**src/rtl/rle_encoder.sv**
```systemverilog
// rtl/rle_encoder.sv - byte-stream run-length encoder emitting LSB-aligned variable-length codes
module rle_encoder #(
    parameter int CNT_W = 6
) (
    input  logic        clk,
    input  logic        rst,
    input  logic [7:0]  byte_in,
    input  logic        byte_valid,
    input  logic        byte_last,
    output logic        byte_ready,
    output logic [63:0] code_out,
    output logic [6:0]  code_bits,
    output logic        code_valid,
    output logic        msg_fin
);

    // len must hold MAXRUN = 2^CNT_W + 1, which fits in CNT_W + 1 bits for CNT_W >= 1
    localparam int                LEN_W  = CNT_W + 1;
    localparam logic [LEN_W-1:0]  MAXRUN = LEN_W'((1 << CNT_W) + 1);
    localparam logic [LEN_W-1:0]  LEN_ONE = LEN_W'(1);

    typedef enum logic [1:0] {
        S_IDLE  = 2'd0,
        S_RUN   = 2'd1,
        S_FLUSH = 2'd2,
        S_FIN   = 2'd3
    } state_t;

    state_t            state_q;
    logic [7:0]        cur_q;
    logic [LEN_W-1:0]  len_q;
    logic [63:0]       code_out_q;
    logic [6:0]        code_bits_q;
    logic              code_valid_q;
    logic              msg_fin_q;

    logic              accept;
    logic              same_byte;
    logic              run_full;
    logic [63:0]       pend_code_d;
    logic [6:0]        pend_bits_d;
    logic [LEN_W-1:0]  len_inc_d;

    // Literal for a lone byte, otherwise a run token carrying (len - 2) above the byte
    function automatic logic [63:0] run_code(input logic [7:0] b, input logic [LEN_W-1:0] l);
        logic [CNT_W-1:0] field;
        field = CNT_W'(l - LEN_W'(2));
        if (l == LEN_ONE) begin
            run_code = 64'({b, 1'b0});
        end else begin
            run_code = 64'({field, b, 1'b1});
        end
    endfunction

    function automatic logic [6:0] run_bits(input logic [LEN_W-1:0] l);
        if (l == LEN_ONE) begin
            run_bits = 7'd9;
        end else begin
            run_bits = 7'(9 + CNT_W);
        end
    endfunction

    assign byte_ready  = !rst && ((state_q == S_IDLE) || (state_q == S_RUN));
    assign accept      = byte_valid && byte_ready;
    assign same_byte   = (byte_in == cur_q);
    assign run_full    = (len_q == MAXRUN);
    assign pend_code_d = run_code(cur_q, len_q);
    assign pend_bits_d = run_bits(len_q);
    assign len_inc_d   = len_q + LEN_ONE;

    assign code_out    = code_out_q;
    assign code_bits   = code_bits_q;
    assign code_valid  = code_valid_q;
    assign msg_fin     = msg_fin_q;

    // Message FSM: tracks the pending run and registers every emitted code and the finish pulse
    always_ff @(posedge clk) begin
        if (rst) begin
            state_q      <= S_IDLE;
            cur_q        <= '0;
            len_q        <= '0;
            code_out_q   <= '0;
            code_bits_q  <= '0;
            code_valid_q <= 1'b0;
            msg_fin_q    <= 1'b0;
        end else begin
            // Outputs are single-cycle pulses; idle cycles present all-zero code fields
            code_out_q   <= '0;
            code_bits_q  <= '0;
            code_valid_q <= 1'b0;
            msg_fin_q    <= 1'b0;

            case (state_q)
                S_IDLE: begin
                    if (accept) begin
                        cur_q   <= byte_in;
                        len_q   <= LEN_ONE;
                        state_q <= byte_last ? S_FLUSH : S_RUN;
                    end
                end

                S_RUN: begin
                    if (accept) begin
                        if (same_byte && !run_full) begin
                            len_q <= len_inc_d;
                        end else begin
                            // Either the byte changed or the run hit its longest encodable length
                            code_out_q   <= pend_code_d;
                            code_bits_q  <= pend_bits_d;
                            code_valid_q <= 1'b1;
                            cur_q        <= byte_in;
                            len_q        <= LEN_ONE;
                        end
                        state_q <= byte_last ? S_FLUSH : S_RUN;
                    end
                end

                S_FLUSH: begin
                    code_out_q   <= pend_code_d;
                    code_bits_q  <= pend_bits_d;
                    code_valid_q <= 1'b1;
                    state_q      <= S_FIN;
                end

                S_FIN: begin
                    msg_fin_q <= 1'b1;
                    cur_q     <= '0;
                    len_q     <= '0;
                    state_q   <= S_IDLE;
                end

                default: begin
                    state_q <= S_IDLE;
                end
            endcase
        end
    end

endmodule

```
**config.mk**
```make
export PLATFORM = sky130hd
export DESIGN_NAME = rle_encoder
export DESIGN_NICKNAME = d
export VERILOG_FILES = /design/src/rtl/rle_encoder.sv
export SDC_FILE = /design/constraint.sdc
export NUM_CORES = 1
export LEC_CHECK = 0
export ABC_AREA = 1
export CORE_ASPECT_RATIO = 0.8
export CORE_MARGIN = 2
export CORE_UTILIZATION = 43
export CTS_BUF_LIST = sky130_fd_sc_hd__clkbuf_4
export CTS_CLUSTER_DIAMETER = 50
export DETAILED_ROUTE_END_ITERATION = 7
export GPL_TIMING_DRIVEN = 0
export PLACE_DENSITY = 0.79
export SKIP_LAST_GASP = 1
export SLEW_MARGIN = 30
export SYNTH_ARGS = -nofsm -noshare
export SYNTH_HDL_FRONTEND = slang
export SYNTH_SLANG_ARGS = --single-unit
```
**constraint.sdc**
```tcl
create_clock -name clk -period 4.4 [get_ports clk]
set_clock_uncertainty 0.05 [all_clocks]
set_input_delay 0.66 -clock clk [delete_from_list [all_inputs] [get_ports clk]]
set_output_delay 0.66 -clock clk [all_outputs]
set_load 0.05 [all_outputs]
```
Yosys cells after proc, flatten, opt, wreduce, memory -nomap -nowiden
Index checks and enable logic that the tools add are counted.

cells by class
  $add $sub $neg = 2
  eq/ne operators = 10
  multiplexer cells = 23
  reduce and logical (&&, ||, !) cells = 11

operator list
  kind                   number
  $mux W64               2
  $pmux W64 S2           1
  $mux W7                5
  $mux W8                3
  $pmux W8 S3            1
  $pmux W7 S3            1
  $mux W15               1
  $pmux W7 S2            1
  $eq A8 B8 Y1           1
  $add A7 B1 Y7 const B  1
  $eq A7 B1 Y1 const B   1
  $eq A7 B7 Y1 const B   1
  $ne A2 B2 Y1 const B   3
  $pmux W2 S3            1
  $sub A6 B2 Y6 const B  1
  $eq A2 B2 Y1 const B   2
  $mux W2                2
  $reduce_and A4 Y1      1
  $logic_and A1 B1 Y1    3
  $mux W1                3
  $mux W3                1
  $reduce_and A3 Y1      1
  $reduce_bool A3 Y1     1
  $eq A2 B1 Y1 const B   1
  6 further kinds        7

storage, ports and cells
  bits in registers = 90

Logic depth before layout (Yosys ltp)
  depth in word-level cells = 6
  depth in mapped cells = 12
  gate-level depth less buffers = 11

Worst setup path before layout
Ideal clock, no wire load.

  path kind = reg2reg
  from = reg state_q[1]
  to = reg cur_q[5]
  path buffers = 1
  library setup time = 0.113 ns
  required time = 4.237 ns
  slack = 2.438 ns
  data arrival time = 1.799 ns
  stages on the path, launching flop included = 13
  path through = dfxtp_1 inv_1 ha_1 nor2_2 nor2_4 nand2_4 nand2_4 inv_4 nor2_8 buf_8 nand3_2 nand2_1 nor2_2

on the way
  longest elaborated chain between the ends = 6
  elaborated cells on any way between the ends = 12
  those cells by class = eq/ne: 5; mux: 1; reduce/logical: 6

ends and longest elaborated chain
  what                                              RTL line  RTL
  start, declared                                   29        state_t state_q;
  start signal, assigned                            98        state_q <= byte_last ? S_FLUSH : S_RUN;
  start signal, assigned                            114       state_q <= byte_last ? S_FLUSH : S_RUN;
  $eq A2 B1 Y1 or $logic_not A2 Y1 (tied branches)  63        assign byte_ready = !rst && ((state_q == S_IDLE) || (state_q == S_RUN));
  $logic_or A1 B1 Y1 *                              63
  $logic_and A1 B1 Y1 *                             63
  via byte_ready                                    10        output logic byte_ready,
  $logic_and A1 B1 Y1 *                             64        assign accept = byte_valid && byte_ready;
  $ne A2 B2 Y1 (no line)                            --
  $reduce_and A4 Y1 (no line) *                     --
  end signal, assigned                              96        cur_q <= byte_in;
  end signal, assigned                              111       cur_q <= byte_in;
  end, declared                                     30        logic [7:0] cur_q;

The timed path passes the listed nets; every way through them passes the cells marked *.
A chain may end at the register's enable or synchronous reset.

Final worst setup path
  from = reg state_q[1]
  to = out byte_ready

on the way
  longest elaborated chain between the ends = 3
  elaborated cells on any way between the ends = 4
  those cells by class = eq/ne: 1; reduce/logical: 3

ends and longest elaborated chain
  what                                              RTL line
  $eq A2 B1 Y1 or $logic_not A2 Y1 (tied branches)  63
  $logic_or A1 B1 Y1 *                              63
  $logic_and A1 B1 Y1 *                             63
  end, declared                                     10

Every way passes the cells marked *; elsewhere a longest branch is shown, timed or not.

==> reports/metrics.cfg <==
[global_route]
grt_pass1_vias=1616
grt_use_total=0.149
antenna_found_initial=0
grt_remaining_overflow=0
grt_max_degree=11
grt_pass1_wl_um=6860

[routing]
wl_per_cell_um=9.14
routed_wl_um=4110
viasPerCell=4.02
ant_nets=0
drtPass1Iterations=6
first_iter_violations=71
drc=0
dr_total_vias=1803

[timing]
worst_slew_pin_slew_ns=0.522
hold_slack_ns=0.420
setup_viol=0
period_minus_slack_ns=2.95
maxSlewViolCount=0
rsz0062_at_grt=false
clock.fmax_mhz=339
fin_setup_tns_ns=0
fin_crit_sh=0.671
slew_headroom=0.651
finalHoldViolCount=0

[finish]
layoutNonFillerInstCount=449
final_cell_mix=57 x nand2_1, 57 x buf_4, 52 x conb_1
antenna_cells=0
area_growth_pct=29.2
final_util=0.577
fin_nets=407
drive_above_1_share=0.276
nFillCells=459

[yosys]
ys_seq_area_frac=0.304
muxShareOfSynthArea=0
synth_cell_types=31
synth_compound_area_frac=0.0588
yosys_warnings=0
synth_top_family_by_area=buffers and inverters
synthCells=295
synth_xor_area_frac=0.0392
syn_area_sq_um=2240
synth-seq-cells=34
synthSimpleGateAreaFrac=0.270
synth_area_per_cell_sq_um=7.58
synth_fa_ha_area_frac=0.0504

[floorplanning]
die_w_um=84.6
dieArea_sq_um=5800
die_y_um=68.5
rows=23
ios=86
start_util=0.447
coreArea_sq_um=5010

[clock_tree]
postCtsHoldBufs=0
path_clk_slew_ns=0.11
cts_buffers=5
clock_sinks=34
cts_root_buf=clkbuf_4
clockBufferDepth=2
cts_tree=done
cts_resized=0
cts_setup_buffers=0
cts_max_level=2
insertion_delay_ns=0.34

[placed_design]
gp_congestion=0.797
dp.cells=441
io_buffer_count=33
hpwl_um=3320

[critical_path]
crit_path_start_kind=flop
cp-end-kind=output port
crit_type=flop to output port
max_stage_delay_ns=0.71
cp_slowest_cell=clkdlybuf4s50_1
worstPathMaxFanout=7
worstPathRequired_ns=3.69
arrival_ns=2.24
crit_chain=inv_1, ha_1, nor2_2, nor2_4, clkdlybuf4s50_1

[status]
status=finished clean

[power_and_ir_drop]
power.total_mw=1.30
ir_drop_v=0.000196
leakagePower_nw=1.51
powerDensity_nw_per_um2=450

[flow_run]
maxCapViolCount=0

[min_path]
hold_path.class=flop to flop

[logic make-up after synthesis]
kind of cell	after synthesis
compound gates	17
xor+xnor	10
fa+ha+maj	9
buf+inv	99
flops	34
other cells	1
simple gates	125
[path summary, 6_finish.rpt]
| path | from | to | slack (ns) | cells past startpoint |
|---|---|---|---|---|
| hold / removal | cur_q[2]$_SDFFE_PP0P_ | code_out[3]$_SDFF_PP0_ | 0.42 | 2 |
| hold reg to reg | cur_q[2]$_SDFFE_PP0P_ | code_out[3]$_SDFF_PP0_ | 0.42 | 2 |
| setup reg to reg | state_q[1]$_SDFFE_PP0P_ | cur_q[5]$_SDFFE_PP0P_ | 2.34 | 11 |
| setup / recovery | state_q[1]$_SDFFE_PP0P_ | byte_ready | 1.45 | 5 |
[layer usage]
layer	GRT usage	part of all wire	up-vias	wire, um
met3	0.0381	0.068	5	281
li1	-	-	964	-
met4	0.0615	0.012	0	49
met2	0.270	0.51	60	2110
met5	0	0	-	0
met1	0.171	0.41	774	1670
[sequential cells by signal (all words and copies together) (netlist names)]
register	count
code_out	15
msg_fin	1
code_bits	1
cur_q	8
len_q	7
state_q	2
[worst max-delay path: cells and delay by family (launching register included)]
| kind | cells | cell delay, ns |
|---|---|---|
| DFF | 1 | 0.51 |
| and+or+nand+nor | 2 | 0.24 |
| buffers and inverters | 2 | 0.85 |
| adders and majority gates | 1 | 0.30 |
[metrics by stage]
step | setup WS [ns] | instance area [sq um]
CTS | 1.44 | 2890
detailed placement | 1.45 | 2840
global route | 1.35 | 2890
floorplan | 2.44 | 2430
finish | 1.45 | 2890
global placement | 1.44 | 2840
[cell usage after synthesis]
library cell	count	area share
a21oi_2	9	0.035
xnor2_1	3	0.012
nor3_1	2	0.0045
nand3_1	9	0.020
buf_8	1	0.0067
clkinv_1	2	0.0034
nor2_2	8	0.022
ha_1	9	0.050
inv_1	28	0.047
nand3_2	5	0.022
inv_4	1	0.0028
nand2_1	57	0.096
o22ai_1	1	0.0028
xor2_1	7	0.027
nor2_1	34	0.057
o21ai_1	1	0.0022
o21ai_0	3	0.0067
buf_6	2	0.010
nor2_8	1	0.0090
o21ai_4	1	0.0073
buf_2	1	0.0022
dfxtp_1	34	0.30
nand2_4	2	0.010
nand2_2	2	0.0056
nand4_1	2	0.0056
nand3_4	1	0.0078
conb_1	1	0.0017
buf_4	57	0.19
inv_2	7	0.012
a21oi_1	2	0.0045
nor2_4	2	0.010
[final cells by class]
class                   instances  area (sq um)  area share
inverters                      38           145      0.0502
clock buffers                   6          45.0      0.0156
clock inverters                 2          8.76     0.00303
plain buffers                  61           470       0.163
multi-input cells             213          1130       0.392
well taps                      62          77.6      0.0269
flip-flops and latches         34           681       0.236
repair buffers                 33           330       0.114
[report_power, final]
group | internal (mW) | leakage (nW) | switching (mW)
registers | 0.365 | 0.277 | 0.0613
logic | 0.258 | 1.20 | 0.444
clock network | 0.0662 | 0.0331 | 0.104
total | 0.690 | 1.51 | 0.610
Power figures use the tool's default switching activity.
